[src/rtl/a2d_pkg.sv]
// Shared types and constants for the A2D interface and its SPI engine.
package a2d_pkg;

   typedef enum logic [2:0] {
      IDLE,
      TX1,
      GAP,
      TX2,
      DONE
   } a2d_state_t;

   localparam int unsigned GAP_CLKS     = 32;
   localparam logic [4:0]  SCLK_PRELOAD = 5'b10111;
   localparam int unsigned BITS         = 16;

   // Command word for a channel: two zero bits, channel, eleven zero bits.
   function automatic logic [15:0] a2d_cmd(input logic [2:0] ch);
      return {2'b00, ch, 11'h000};
   endfunction

endpackage

[src/rtl/spi_mstr16.sv]
// 16-bit SPI master (mode 3: SCLK idles high, data shifted out on falling
// edges and sampled on rising edges). One transaction per wrt pulse.
module spi_mstr16
   import a2d_pkg::*;
(
   input  logic        clk,
   input  logic        rst,
   input  logic        wrt,
   input  logic [15:0] cmd,
   input  logic        MISO,
   output logic        done,
   output logic [15:0] rd_data,
   output logic        SS_n,
   output logic        SCLK,
   output logic        MOSI
);

   logic [4:0]  sclk_div;
   logic [4:0]  bit_cnt;
   logic [15:0] shift;

   assign SCLK    = sclk_div[4];
   assign rd_data = shift;

   // Transaction engine: divider, bit counter, shared TX/RX shift register.
   always_ff @(posedge clk) begin
      if (rst) begin
         SS_n     <= 1'b1;
         sclk_div <= SCLK_PRELOAD;
         bit_cnt  <= '0;
         shift    <= '0;
         MOSI     <= 1'b0;
         done     <= 1'b0;
      end else begin
         done <= 1'b0;
         if (SS_n) begin
            if (wrt) begin
               SS_n     <= 1'b0;
               sclk_div <= SCLK_PRELOAD;
               bit_cnt  <= '0;
               shift    <= cmd;
            end
         end else if (bit_cnt == 5'(BITS)) begin
            // all samples taken: divider is frozen with SCLK high, release SS_n
            SS_n <= 1'b1;
            done <= 1'b1;
         end else begin
            sclk_div <= sclk_div + 5'd1;
            if (sclk_div == 5'b11111) begin
               MOSI <= shift[15];
            end
            if (sclk_div == 5'b01111) begin
               shift   <= {shift[14:0], MISO};
               bit_cnt <= bit_cnt + 5'd1;
            end
         end
      end
   end

endmodule

[src/rtl/a2d_intf.sv]
// A2D interface: one conversion = command transaction, 32-clk gap, read
// transaction; the read result is presented on res with cnv_cmplt.
module a2d_intf
   import a2d_pkg::*;
(
   input  logic        clk,
   input  logic        rst,
   input  logic        strt_cnv,
   input  logic [2:0]  chnnl,
   output logic        cnv_cmplt,
   output logic [11:0] res,
   output logic        SS_n,
   output logic        SCLK,
   output logic        MOSI,
   input  logic        MISO
);

   a2d_state_t  state, nxt_state;
   logic [2:0]  chnnl_q;
   logic [5:0]  gap_cnt;
   logic        wrt;
   logic        accept;
   logic        spi_done;
   logic [15:0] cmd;
   logic [15:0] rd_data;

   spi_mstr16 u_spi (
      .clk     (clk),
      .rst     (rst),
      .wrt     (wrt),
      .cmd     (cmd),
      .MISO    (MISO),
      .done    (spi_done),
      .rd_data (rd_data),
      .SS_n    (SS_n),
      .SCLK    (SCLK),
      .MOSI    (MOSI)
   );

   // State register.
   always_ff @(posedge clk) begin
      if (rst) state <= IDLE;
      else     state <= nxt_state;
   end

   // Next-state decode and SPI launch; the accepting cycle uses the live
   // channel input since chnnl_q is only loaded on that edge.
   always_comb begin
      nxt_state = state;
      wrt       = 1'b0;
      accept    = 1'b0;
      cmd       = a2d_cmd(chnnl_q);
      case (state)
         IDLE: begin
            if (strt_cnv) begin
               accept    = 1'b1;
               wrt       = 1'b1;
               cmd       = a2d_cmd(chnnl);
               nxt_state = TX1;
            end
         end
         TX1: begin
            if (spi_done) nxt_state = GAP;
         end
         GAP: begin
            // SS_n is already high during the TX1 cycle that sees spi_done,
            // and wrt takes effect one edge after it is raised, hence -2.
            if (gap_cnt == 6'(GAP_CLKS - 2)) begin
               wrt       = 1'b1;
               nxt_state = TX2;
            end
         end
         TX2: begin
            if (spi_done) nxt_state = DONE;
         end
         DONE:    nxt_state = IDLE;
         default: nxt_state = IDLE;
      endcase
   end

   // Channel capture, gap timer, completion flag and result register.
   always_ff @(posedge clk) begin
      if (rst) begin
         chnnl_q   <= '0;
         gap_cnt   <= '0;
         cnv_cmplt <= 1'b0;
         res       <= '0;
      end else begin
         if (accept) begin
            chnnl_q   <= chnnl;
            cnv_cmplt <= 1'b0;
         end
         gap_cnt <= (state == GAP) ? gap_cnt + 6'd1 : '0;
         if (state == TX2 && spi_done) begin
            cnv_cmplt <= 1'b1;
            res       <= 12'(rd_data);
         end
      end
   end

endmodule

[config.mk]
export PLATFORM = sky130hd
export DESIGN_NAME = a2d_intf
export DESIGN_NICKNAME = d
export VERILOG_FILES = /design/src/rtl/a2d_pkg.sv /design/src/rtl/spi_mstr16.sv /design/src/rtl/a2d_intf.sv
export SDC_FILE = /design/constraint.sdc
export NUM_CORES = 1
export LEC_CHECK = 0
export ABC_AREA = 1
export ABC_CLOCK_PERIOD_IN_PS = 4100
export CORE_AREA = 2 2 76 85
export CTS_BUF_LIST = sky130_fd_sc_hd__clkbuf_8 sky130_fd_sc_hd__clkbuf_16
export CTS_CLUSTER_DIAMETER = 30
export DETAILED_ROUTE_END_ITERATION = 16
export DIE_AREA = 0 0 78 87
export DONT_BUFFER_PORTS = 1
export MAX_ROUTING_LAYER = met4
export PLACE_DENSITY_LB_ADDON = 0.2
export SETUP_SLACK_MARGIN = 0.5
export SLEW_MARGIN = 10
export SYNTH_ARGS = -nofsm -noshare
export SYNTH_HDL_FRONTEND = slang
export SYNTH_SLANG_ARGS = --single-unit
[constraint.sdc]
create_clock -name clk -period 4.1 [get_ports clk]
set_clock_uncertainty 0.05 [all_clocks]
set_input_delay 0.82 -clock clk [delete_from_list [all_inputs] [get_ports clk]]
set_output_delay 0.82 -clock clk [all_outputs]
set_load 0.01 [all_outputs]
# [Word level (Yosys, flattened, before mapping)]
# Cells that the tools add are included.
[word_totals] wordCells=67 n_memories=0 rom_bits=0 input_bits=7 latch_bits=0 ramBits=0 regBits=54 output_inout_bits=16
[op_classes] div=0 n_shift=0 multipliers=0 n_bitwise=3 n_mux=27 addsub=3 n_reduce_logical=10 n_lt_le_gt_ge=0 n_eq_ne=13
[ops] operator="2-to-1 mux 16 bit" count=4
[ops] operator="2-to-1 mux 5 bit" count=7
[ops] operator="2-to-1 mux 14 bit" count=2
[ops] operator="2-to-1 mux 3 bit" count=4
[ops] operator="one-hot mux 3 bit (4 select lines)" count=1
[ops] operator="adder 5 x 1 -> 5 bit, second input constant" count=2
[ops] operator="equality test 5 bit, second input constant" count=2
[ops] operator="2-to-1 mux 1 bit" count=8
[ops] operator="!= test 2 x 1 -> 1 bit, second input constant" count=4
[ops] operator="adder 6 x 1 -> 6 bit, second input constant" count=1
[ops] operator="equality test 3 x 2 -> 1 bit, second input constant" count=2
[ops] operator="equality test 6 x 5 -> 1 bit, second input constant" count=1
[ops] operator="AND reduction 3 bit" count=2
[ops] operator="equality test 5 x 4 -> 1 bit, second input constant" count=1
[ops] operator="!= test 2 bit, second input constant" count=2
[ops] operator="AND reduction 4 bit" count=1
[ops] operator="nonzero test 2 bit" count=2
[ops] operator="OR reduction 2 bit" count=2
[ops] operator="equality test 3 x 1 -> 1 bit, second input constant" count=1
[ops] operator="zero test 3 bit" count=1
[ops] operator="NOT 1 bit" count=3
[ops] operator="one-hot mux 1 bit (2 select lines)" count=1
[ops] operator="AND reduction 2 bit" count=1
[ops] operator="logical AND 1 bit" count=1

# [Logic depth before layout (Yosys ltp)]
# Gate-level depths: netlist of the first run.
[logic_depth] ltp_word=5 depth_mapped=12 ltp_nobuf=11

# [Cells and area by module]
# A second synthesis of the first run with hierarchy kept.
[hier_totals] hier_cells=382 area_unflattened_um2=2595.0
[by_module_without_submodules] module="spi_mstr16" seq_area_each_um2=580.6 cells_each=245 area_per_inst_um2=1584.0 n_inst=1
[by_module_without_submodules] module="a2d_intf" seq_area_each_um2=500.5 cells_each=137 area_per_inst_um2=1011.0 n_inst=1

# [Least setup slack after synthesis of the first run]
# Ideal clock, no wire load.
[synth_path] path_kind="input-to-reg" start="input strt_cnv" end="register u_spi.shift[10] (netlist: u_spi.rd_data[10])" setup_time_ns=0.112 path_buffers=1 t_arrival_ns=1.484 cell_stages=8 required_ns=3.938 path_slack_ns=2.453 path_cell_list="nand3_2 -> nand2_2 -> nand2_4 -> nand2_4 -> nor2_4 -> buf_6 -> nand2_1 -> nand2_1"
[synth_via] elab_chain_cells=4
[synth_rtl] item="start: declaration" line_no="a2d_intf.sv:8" text="input logic strt_cnv,"
[synth_rtl] item="2-to-1 mux 1 bit" line_no="a2d_intf.sv:55" text="if (strt_cnv) begin"
[synth_rtl] item="one-hot mux 1 bit (2 select lines)" line_no="a2d_intf.sv:53" text="case (state)"
[synth_rtl] item="!= test 2 x 1 -> 1 bit (no line)"
[synth_rtl] item="AND reduction 3 bit (no line)"
[synth_rtl] item="end signal: assignment" line_no="spi_mstr16.sv:41" text="shift <= cmd;"
[synth_rtl] item="end signal: assignment" line_no="spi_mstr16.sv:53" text="shift <= {shift[14:0], MISO};"
[synth_rtl] item="end: declaration" line_no="spi_mstr16.sv:20" text="logic [15:0] shift;"
# Every way passes these cells.
# A chain may end at the register's enable or synchronous reset.

# [Worst setup path after layout of the first run]
[layout_path] start="register u_spi.SS_n" end="register u_spi.bit_cnt[1]"
[layout_via] elab_chain_cells=2 word_cells_on_any_way=5 classes_between="eq/ne (2); mux (1); reduce/logical (2)"
[layout_rtl] item="start: declaration" line_no="spi_mstr16.sv:13" text="output logic SS_n,"
[layout_rtl] item="start signal: assignment" line_no="spi_mstr16.sv:28" text="SS_n <= 1'b1;"
[layout_rtl] item="start signal: assignment" line_no="spi_mstr16.sv:38" text="SS_n <= 1'b0;"
[layout_rtl] item="start signal: assignment" line_no="spi_mstr16.sv:45" text="SS_n <= 1'b1;"
[layout_rtl] item="!= test 2 x 1 -> 1 bit (no line) / nonzero test 2 bit (equally long branches)"
[layout_rtl] item="AND reduction 3 bit (no line)"
[layout_rtl] item="end signal: assignment" line_no="spi_mstr16.sv:54" text="bit_cnt <= bit_cnt + 5'd1;"
[layout_rtl] item="end: declaration" line_no="spi_mstr16.sv:19" text="logic [4:0] bit_cnt;"
# Parallel ways exist; a longest one is shown, timed or not.

==> results.cfg, run 1 <==
[status]
status = finished, final reports clean

[synthesis]
syn_area_um2 = 2305
synthFlopType = dfxtp_1
seq_area_frac_synth_pct = 46.91
synth_edf_count = 0
synthesis.nets = 326
synth-seq-cells = 54
ys_types = 26
synth_cells = 312
async_reset_ff_share_pct = 0
syn_avg_cell_area_um2 = 7.387
yosys_warnings = 0

[worst_setup_path]
cp-startpoint = u_spi.SS_n$_SDFF_PP1_
arrival_ns = 2.16
r2r_cells = 6
cp-start-kind = flip-flop
reg2reg_to = u_spi.bit_cnt[1]$_SDFFE_PP0P_
r2r_start = u_spi.SS_n$_SDFF_PP1_
cp_common_cell = nand2_1
crit_path_max_incr_delay_ns = 0.71
crit_slowest_cell = dfxtp_1
cp_cell_sequence = inv_1 > nand3_4 > nand2_4 > nor2_4 > nand2_1 > nand2_1
required_ns = 4.31
crit_type = flip-flop to flip-flop
critPathCaptureType = flip-flop
crit_fanout = 14
regToRegSetupSlack_ns = 2.15

[placement]
gp_congestion = 0.8216
portBuffers = 0
post_dp_cell_area_um2 = 2365
dp_hpwl_um = 2894

[final_layout]
finalInstanceArea_um2 = 2460
diodes = 0
layout-drive-gt1-share_pct = 7.051
area_growth_pct = 6.732
final_nets = 325
fillers = 637

[global_route]
grt_antenna_before_repair = 0
grt_remaining_overflow = 0
gr-usage-met3_pct = 4.357
top_usage_layer = met2
grt_max_degree = 27
grtUsageMet1_pct = 16.27
grtUsageMet2_pct = 22.26
grt_pass1_wl_um = 7162
grt_pass1_vias = 1625
grtUsageTotal_pct = 13.77

[pwr]
p_sw_mw = 0.2891
swShare_pct = 28.76
vdd_drop_max_v = 0.0001956
power_frac_comb_pct = 12.7
p_seq_share_pct = 56.8
power.internal_mw = 0.7162
power_frac_clock_pct = 30.4
powerDensity_nw_per_um2 = 408.7
p_leak_nw = 1.102

[floorplanning]
start_util_pct = 38.37
num_rows = 30
die_w_um = 78
core_area_um2 = 6006
die_y_um = 87
ios = 23
dieArea_um2 = 6786

[hold_path]
hp-start = u_spi.rd_data[15]$_SDFFE_PP0P_
holdPathStages = 2
hold_path_end = u_spi.rd_data[15]$_SDFFE_PP0P_
hold_class = flip-flop to flip-flop

[cts]
clk_latency_ns = 0.31
numCtsBuffers = 5
hold_buffers = 0
clk_pin_slew_ns = 0.10
ctsResizeCount = 0
cts.sinks = 54
cts_setup_buffers = 0
cts_buffer_depth = 2
cts_tree = done
cts_max_level = 2
cts-root-buf = clkbuf_8

[sta]
final.setup.tns_ns = 0
min_period_ns = 1.949
fin_crit_sh_pct = 47.54
clock.fmax_mhz = 513.1
tightest_slew_ns = 0.7269
slew_headroom_pct = 51.49
rsz0062_at_grt = false
setup_viol = 0
slew_viol_final = 0
finalHoldViolCount = 0

[route]
drtIter0Drc = 72
vias = 1779
antenna_left = 0
vias_per_cell = 4.538
routed_wl_um = 4158
dr.pass1.iters = 4
wl_per_cell_um = 10.61
drc = 0

[job]
maxCapViolCount = 0
==> cell families (layout without fill, tap and decap cells) <==
| kind of cell | count (synthesis) | in the layout | share of synthesized area, % |
|---|---|---|---|
| buffers and inverters | 36 | 36 | 6.298 |
| XOR/XNOR | 6 | 6 | 2.280 |
| flip-flops | 54 | 54 | 46.91 |
| AO/OA/AOI/OAI | 25 | 25 | 5.537 |
| adder cells (fa/ha/maj) | 7 | 7 | 3.800 |
| AND/OR/NAND/NOR | 184 | 184 | 35.18 |
==> worst max-delay path by stage <==
stage / cells past startpoint / slack [ns] / end
after floorplan: 8 / 2.45 / u_spi.rd_data[10]$_SDFFE_PP0P_
after global placement: 3 / 2.11 / gap_cnt[3]$_SDFF_PP0_
after detailed placement: 3 / 2.06 / gap_cnt[3]$_SDFF_PP0_
after CTS: 6 / 2.11 / u_spi.bit_cnt[1]$_SDFFE_PP0P_
after global routing: 6 / 1.94 / u_spi.rd_data[2]$_SDFFE_PP0P_
final: 6 / 2.15 / u_spi.bit_cnt[1]$_SDFFE_PP0P_
==> power by group through the flow <==
stage	clock, mW	sequential [mW]	combinational [mW]
3_5_place_dp	0	0.584	0.130
3_3_place_gp	0	0.584	0.129
5_1_grt	0.339	0.576	0.154
4_1_cts	0.321	0.572	0.131
6_report	0.306	0.571	0.128
2_1_floorplan	0	0.575	0.114
==> per-layer routing <==
metal | share of wire [%] | routed length (um)
met2 | 47 | 1961
met1 | 48 | 1990
met3 | 4.3 | 180
met4 | 0.60 | 25
met5 | 0 | 0
==> state kept, by name, indices dropped and copies added, names as in the netlist <==
name,count
state,3
cnv_cmplt,1
chnnl_q,3
gap_cnt,6
res,12
u_spi.done,1
u_spi.MOSI,1
u_spi.sclk_div,5
u_spi.rd_data,16
u_spi.SS_n,1
u_spi.bit_cnt,5
==> Yosys cell counts (3+ instances only) <==
master	n	area [um2]
inv_1	27	101.4
nand3_1	21	105.1
nand2_2	4	25.02
nand2_1	89	334.1
ha_1	7	87.58
o21ai_0	17	85.08
xor2_1	4	35.03
a21oi_1	7	35.03
nor2_1	53	198.9
dfxtp_1	54	1081
nand3b_1	3	22.52
clkbuf_1	5	18.77
==> worst max-delay path, delay by kind of cell, from the launching register on <==
kind                   cells  cell delay [ns]
and+or+nand+nor            5             0.78
DFF                        1             0.71
buffers and inverters      1             0.35
==> per-stage QoR <==
stage / setup WS (ns) / cells / hold slack [ns] / total power, mW / utilization, %
after floorplan: 2.453 / 312 / 0.3636 / 0.6890 / -
after global placement: 2.112 / 384 / 0.3771 / 0.7127 / 39.38
after detailed placement: 2.062 / 384 / 0.3799 / 0.7141 / 39.38
after CTS: 2.110 / 392 / 0.4054 / 1.024 / 40.96
after global routing: 1.939 / 392 / 0.4224 / 1.070 / 40.96
final: 2.151 / 392 / 0.4015 / 1.005 / 40.96
==> layout make-up <==
type,count,area (um2),area share [%]
inverter,28,105.1,4.273
clock inverter,3,26.28,1.068
multi-input combinational,222,1079,43.85
tap,80,100.1,4.069
clock buffer,5,68.82,2.798
sequential,54,1081,43.95
==> cell usage in the layout (no fill, tap or decap), types with 4 or more instances in the layout <==
| master | n |
|---|---|
| nand3_1 | 21 |
| xor2_1 | 4 |
| inv_1 | 27 |
| a21oi_1 | 7 |
| dfxtp_1 | 54 |
| clkbuf_8 | 5 |
| nor2_1 | 53 |
| nand2_1 | 89 |
| nand2_2 | 4 |
| o21ai_0 | 17 |
| ha_1 | 7 |
(Power assumes the default switching activity.)
==> run 2: changes to the inputs <==
--- a/config.mk
+++ b/config.mk
@@ -6,7 +6,7 @@
 export NUM_CORES = 1
 export LEC_CHECK = 0
 export ABC_AREA = 1
-export ABC_CLOCK_PERIOD_IN_PS = 4100
+export ABC_CLOCK_PERIOD_IN_PS = 1640
 export CORE_AREA = 2 2 76 85
 export CTS_BUF_LIST = sky130_fd_sc_hd__clkbuf_8 sky130_fd_sc_hd__clkbuf_16
 export CTS_CLUSTER_DIAMETER = 30
==> constraint.sdc (replaced) <==
create_clock -name clk -period 1.64 [get_ports clk]
set_clock_uncertainty 0.05 [all_clocks]
set_input_delay 0.328 -clock clk [delete_from_list [all_inputs] [get_ports clk]]
set_output_delay 0.328 -clock clk [all_outputs]
set_load 0.01 [all_outputs]
==> run 2 against run 1 <==
Sequential power increased to 2.5 times the previous value. Critical path depth grew 4. Sequential share of layout area shrank 7.7 points. Total power rose to 2.8 times the previous value. Clock-buffer cell count did not move. Flip-flop and latch count stayed put. Final area up 23%. Global-route usage rose by 1.9 points. Non-clock buffer count is 30 higher. Utilization increased by 9.6 points. Largest cell class is now multi-input gates.
==> results.cfg, run 2 (same netlist as run 1, synthesis figures left out) <==
[route]
dr.pass1.iters = 4
vias_per_cell = 4.702
vias = 1989
routed_wl_um = 5185
wl_per_cell_um = 12.26
antenna_left = 0
drtIter0Drc = 87
drc = 0

[final_layout]
layout_common_cells = nand2_1, nor2_1, dfxtp_1
fillers = 585
seqCellArea_um2 = 1101
multi_input_area_um2 = 1333
utilization_pct = 50.58
layout-drive-gt1-share_pct = 32.36
area_growth_pct = 31.81
largest_reg_flops = 16
final_common_cell = nand2_1
final_nets = 356
diodes = 0

[floorplanning]
die_w_um = 78
num_rows = 30
core_area_um2 = 6006
ios = 23
dieArea_um2 = 6786
start_util_pct = 38.37
die_y_um = 87

[cts]
cts_tree = done
numCtsBuffers = 5
clk_pin_slew_ns = 0.11
cts_buffer_depth = 2
cts_max_level = 2
cts-root-buf = clkbuf_8
clk_latency_ns = 0.31
cts.sinks = 54

[sta]
fin_crit_sh_pct = 97.69
whs_ns = 0.01504
fin_ws_ns = 0.03793
setup_viol = 0
final.setup.tns_ns = 0
slew_viol_final = 0
tightest_slew_ns = 0.2521
rsz0062_at_grt = true
clock.fmax_mhz = 624.2
min_period_ns = 1.602
finalHoldViolCount = 0
slew_headroom_pct = 83.19

[worst_setup_path]
crit_fanout = 7
r2r_start = u_spi.sclk_div[0]$_SDFFE_PP1P_
required_ns = 1.81
cp-start-kind = flip-flop
regToRegSetupSlack_ns = 0.04
arrival_ns = 1.77
r2r_cells = 10
crit_type = flip-flop to flip-flop
critPathCaptureType = flip-flop
endpoint = u_spi.rd_data[10]$_SDFFE_PP0P_
reg2reg_to = u_spi.rd_data[10]$_SDFFE_PP0P_
cp-startpoint = u_spi.sclk_div[0]$_SDFFE_PP1P_

[hold_path]
hold_class = input port to flip-flop

[pwr]
p_leak_nw = 1.303
power_frac_comb_pct = 19.5
vdd_drop_max_v = 0.0005366
swShare_pct = 30.77
power.internal_mw = 1.941
powerDensity_nw_per_um2 = 922.8
finalPower_mw = 2.803
p_sw_mw = 0.8626
p_seq_share_pct = 51.1
power_frac_clock_pct = 29.4

[placement]
gp_congestion = 0.8009
preCtsSetupSlack_ns = -0.006063
portBuffers = 0
dp_hpwl_um = 3121

[global_route]
grt_pass1_wl_um = 8204
grt_max_degree = 25
grt_remaining_overflow = 0
grt_pass1_vias = 1817
grt_antenna_before_repair = 0
grtUsageTotal_pct = 15.65

[job]
maxCapViolCount = 0

[status]
status = finished, final reports clean
run 2: per-stage QoR:
| step | std cells | instance area [um2] |
|---|---|---|
| after floorplan | 312 | 2369 |
| after global placement | 391 | 2469 |
| after detailed placement | 391 | 2469 |
| after CTS | 410 | 2773 |
| after global routing | 423 | 3038 |
| final | 423 | 3038 |
run 2: area by class of cell:
class	count	area share, %
Sequential cell	54	36.24
Timing Repair Buffer	30	9.844
Clock buffer	5	2.265
Multi-Input combinational cell	223	43.86
Tap cell	80	3.295
Clock inverter	3	0.9473
Inverter	28	3.542
run 2: worst min-delay path by stage:
stage                          start                             end  cells after the start
6_report                         rst          cnv_cmplt$_SDFFE_PP0P_                      1
5_1_grt                          rst           state[1]$_SDFFE_PP0P_                      1
4_1_cts                          rst           state[1]$_SDFFE_PP0P_                      1
3_5_place_dp                     rst  u_spi.sclk_div[3]$_SDFFE_PP0P_                      1
3_3_place_gp                     rst  u_spi.sclk_div[3]$_SDFFE_PP0P_                      1
2_1_floorplan  gap_cnt[0]$_SDFF_PP0_           gap_cnt[0]$_SDFF_PP0_                      1
run 2: per-layer routing:
layer / share of wire, % / global-route usage [%] / vias up
met1: 48 / 20.10 / 920
met3: 3.2 / 3.216 / 4
met5: 0 / - / -
li1: - / - / 1035
met4: 0.96 / 4.785 / 0
met2: 48 / 25.00 / 30
run 2: critical path, stage by stage (launching register included):
cell and delay [ns]:
dfxtp_2 0.37, ha_4 0.15, inv_4 0.04, nor3_4 0.13, ha_2 0.22, nand3_4 0.11, nand2_4 0.13, nor2_4 0.06
clkbuf_16 0.15, nand2_1 0.06, nand2_1 0.04
run 2: power groups by stage:
stage / registers [mW] / clock network (mW) / logic, mW
6_report: 1.43 / 0.824 / 0.547
5_1_grt: 1.44 / 0.900 / 0.613
4_1_cts: 1.43 / 0.848 / 0.444
3_5_place_dp: 1.45 / 0 / 0.372
3_3_place_gp: 1.45 / 0 / 0.371
2_1_floorplan: 1.44 / 0 / 0.297
run 2: timing repair:
action,in CTS,in global routing
resized for setup,29,42
hold endpoints to repair,0,1
setup buffers,10,10
pin swaps,8,13
hold buffers,0,2
cloned,1,1
setup endpoints to repair,49,53
==> run 3: changes to the inputs <==
--- a/config.mk
+++ b/config.mk
@@ -5,13 +5,12 @@
 export SDC_FILE = /design/constraint.sdc
 export NUM_CORES = 1
 export LEC_CHECK = 0
-export ABC_AREA = 1
-export ABC_CLOCK_PERIOD_IN_PS = 1640
-export CORE_AREA = 2 2 76 85
+export ABC_CLOCK_PERIOD_IN_PS = 1900
+export CORE_AREA = 2 2 73 82
 export CTS_BUF_LIST = sky130_fd_sc_hd__clkbuf_8 sky130_fd_sc_hd__clkbuf_16
 export CTS_CLUSTER_DIAMETER = 30
 export DETAILED_ROUTE_END_ITERATION = 16
-export DIE_AREA = 0 0 78 87
+export DIE_AREA = 0 0 75 84
 export DONT_BUFFER_PORTS = 1
 export MAX_ROUTING_LAYER = met4
 export PLACE_DENSITY_LB_ADDON = 0.2
==> constraint.sdc (replaced) <==
create_clock -name clk -period 1.9 [get_ports clk]
set_clock_uncertainty 0.05 [all_clocks]
set_input_delay 0.38 -clock clk [delete_from_list [all_inputs] [get_ports clk]]
set_output_delay 0.38 -clock clk [all_outputs]
set_load 0.01 [all_outputs]
==> run 3 against run 2 <==
Hold slack better by 0.051 ns. Highest routed layer unchanged. Critical path depth down 5. Global-route usage up 0.18 points. Sequential share of layout area is 4.5 points higher. Clock power is 23% lower. Sequential power fell by 17%. Non-clock buffer count down 2. Final area is 11% lower. Critical endpoint is now u_spi.rd_data[12]$_SDFFE_PP0P_. Fmax is 6.5% lower.
==> results.cfg, run 3 <==
[synthesis]
async_reset_ff_share_pct = 0
syn_avg_cell_area_um2 = 9.554
synth_edf_count = 0
synth_most_common_cell = dfxtp_1
yosys_warnings = 0
syn_area_um2 = 2150
synth_cells = 225
synth_common_cells = dfxtp_1, nand2_1, a21oi_1
synthesis.nets = 239
seq_area_frac_synth_pct = 50.29
synth_top_cell_area_share_pct = 50.29
ys_types = 41
synthFlopType = dfxtp_1
yosys-top-cells-area = dfxtp_1, a22o_1, nand2_1
synth-seq-cells = 54
synth_top_area_cell = dfxtp_1

[global_route]
grt_antenna_before_repair = 0
grtUsageTotal_pct = 15.84
grt_pass1_wl_um = 7603
grt_remaining_overflow = 0
grt_max_degree = 34
grt_pass1_vias = 1582

[sta]
finalHoldViolCount = 0
slew_headroom_pct = 80.49
slew_viol_final = 0
setup_viol = 0
tightest_slew_ns = 0.2911
whs_ns = 0.06650
fin_crit_sh_pct = 90.18
final.setup.tns_ns = 0
rsz0062_at_grt = true
clock.fmax_mhz = 583.6
min_period_ns = 1.713
fin_ws_ns = 0.1865

[final_layout]
final_nets = 263
final_common_cell = dfxtp_1
layout-drive-gt1-share_pct = 30.80
area_growth_pct = 26.13
layout_common_cells = dfxtp_1, nand2_1, a21oi_1
largest_reg_flops = 16
stdcell_count = 327
finalInstanceArea_um2 = 2711
diodes = 0

[cts]
hold_buffers = 0
cts_buffer_depth = 2
cts.sinks = 54
cts-root-buf = clkbuf_8
cts_max_level = 2
numCtsBuffers = 5
cts_tree = done
clk_latency_ns = 0.31
clk_pin_slew_ns = 0.10

[worst_setup_path]
cp-start-kind = flip-flop
crit_slowest_cell = or4b_4
reg2reg_to = u_spi.rd_data[12]$_SDFFE_PP0P_
regToRegSetupSlack_ns = 0.19
r2r_start = state[2]$_SDFFE_PP0P_
crit_path_max_incr_delay_ns = 0.59
r2r_cells = 5
arrival_ns = 1.88
crit_fanout = 13
cp_cell_sequence = or4b_4 > o211ai_4 > a21oi_4 > buf_12 > a22o_1
critPathCaptureType = flip-flop
timing.critical_path.buf_inv = 1
critPathTopFamily = simple AND/OR/NAND/NOR gates
crit_type = flip-flop to flip-flop
required_ns = 2.06

[route]
routed_wl_um = 4735
dr.pass1.iters = 4
vias_per_cell = 5.159
drc = 0
vias = 1687
antenna_left = 0
wl_per_cell_um = 14.48
drtIter0Drc = 52

[pwr]
vdd_drop_max_v = 0.0002872
p_leak_nw = 0.9844
powerDensity_nw_per_um2 = 746.8

[status]
status = finished, final reports clean

[placement]
portBuffers = 0
dp_hpwl_um = 2861
post_dp_cell_area_um2 = 2315
preCtsSetupSlack_ns = 0.05287
dp.cells = 298
gp_congestion = 0.7402

[floorplanning]
dieArea_um2 = 6300
die_w_um = 75
start_util_pct = 38.72
die_y_um = 84
core_area_um2 = 5552
num_rows = 29
ios = 23

[hold_path]
holdPathStages = 1
hold_path_end = state[2]$_SDFFE_PP0P_
hold_class = input port to flip-flop
hp-start = rst

[job]
maxCapViolCount = 0
-- run 3: changes by cell type after synthesis, moves of 4 or more --
cell	previous run	this run
nand2_2	4	0
nand2_1	89	34
inv_1	27	7
a21oi_1	7	22
nand3_1	21	6
o21ai_0	17	5
or3_1	0	5
a22o_1	0	17
nor2_1	53	16
-- run 3: power breakdown --
group	internal [mW]	switching (mW)
clock network	0.256	0.379
logic	0.116	0.0938
registers	1.15	0.0260
-- run 3: kinds of logic (layout without fill, tap and decap cells) --
family,after synthesis,in the layout,synth area share [%]
xor+xnor,5,5,2.038
compound gates,55,55,18.28
simple gates,82,82,19.73
buf+inv,18,43,3.667
flops,54,54,50.29
fa+ha+maj,7,7,4.074
mux,4,4,1.921
-- run 3: worst max-delay path by stage --
stage	startpoint	to	slack, ns	cells after the start
after floorplan	u_spi.sclk_div[0]$_SDFFE_PP1P_	u_spi.rd_data[14]$_SDFFE_PP0P_	0.28	7
after global placement	u_spi.sclk_div[0]$_SDFFE_PP1P_	u_spi.bit_cnt[0]$_SDFFE_PP0P_	0.07	6
after detailed placement	u_spi.sclk_div[1]$_SDFFE_PP1P_	u_spi.bit_cnt[0]$_SDFFE_PP0P_	0.05	6
after CTS	state[2]$_SDFFE_PP0P_	u_spi.rd_data[12]$_SDFFE_PP0P_	0.19	5
after global routing	state[2]$_SDFFE_PP0P_	u_spi.rd_data[13]$_SDFFE_PP0P_	0.13	5
final	state[2]$_SDFFE_PP0P_	u_spi.rd_data[12]$_SDFFE_PP0P_	0.19	5
-- run 3: metal layers --
| layer | GRT usage, % | part of all wire, % | vias up | wire [um] |
|---|---|---|---|---|
| met2 | 25.20 | 50 | 25 | 2356 |
| met1 | 19.45 | 45 | 820 | 2146 |
| li1 | - | - | 838 | - |
| met3 | 3.986 | 3.8 | 4 | 178 |
| met5 | - | 0 | - | 0 |
| met4 | 4.870 | 1.1 | 0 | 53 |
-- run 3: area by class of cell --
cell class                      instances  area, um2
Inverter                                7      26.28
Tap cell                               77      96.34
Multi-Input combinational cell        153       1156
Sequential cell                        54       1104
Fill cell                             527       2840
Clock inverter                          3      17.52
Clock buffer                            5      68.82
Timing Repair Buffer                   28      242.7
-- run 3: what timing repair did --
action                     4_1_cts  5_1_grt
buffers inserted                14        5
setup endpoints to repair       36       35
pin swaps                       13       13
cloned                           0        2
resized for setup               19       16
-- run 3: metrics by stage --
step                util (%)  total power [mW]
floorplan                  -             1.327
global placement       41.69             1.349
detailed placement     41.69             1.351
CTS                    46.63             2.024
global route           48.84             2.118
finish                 48.84             2.025
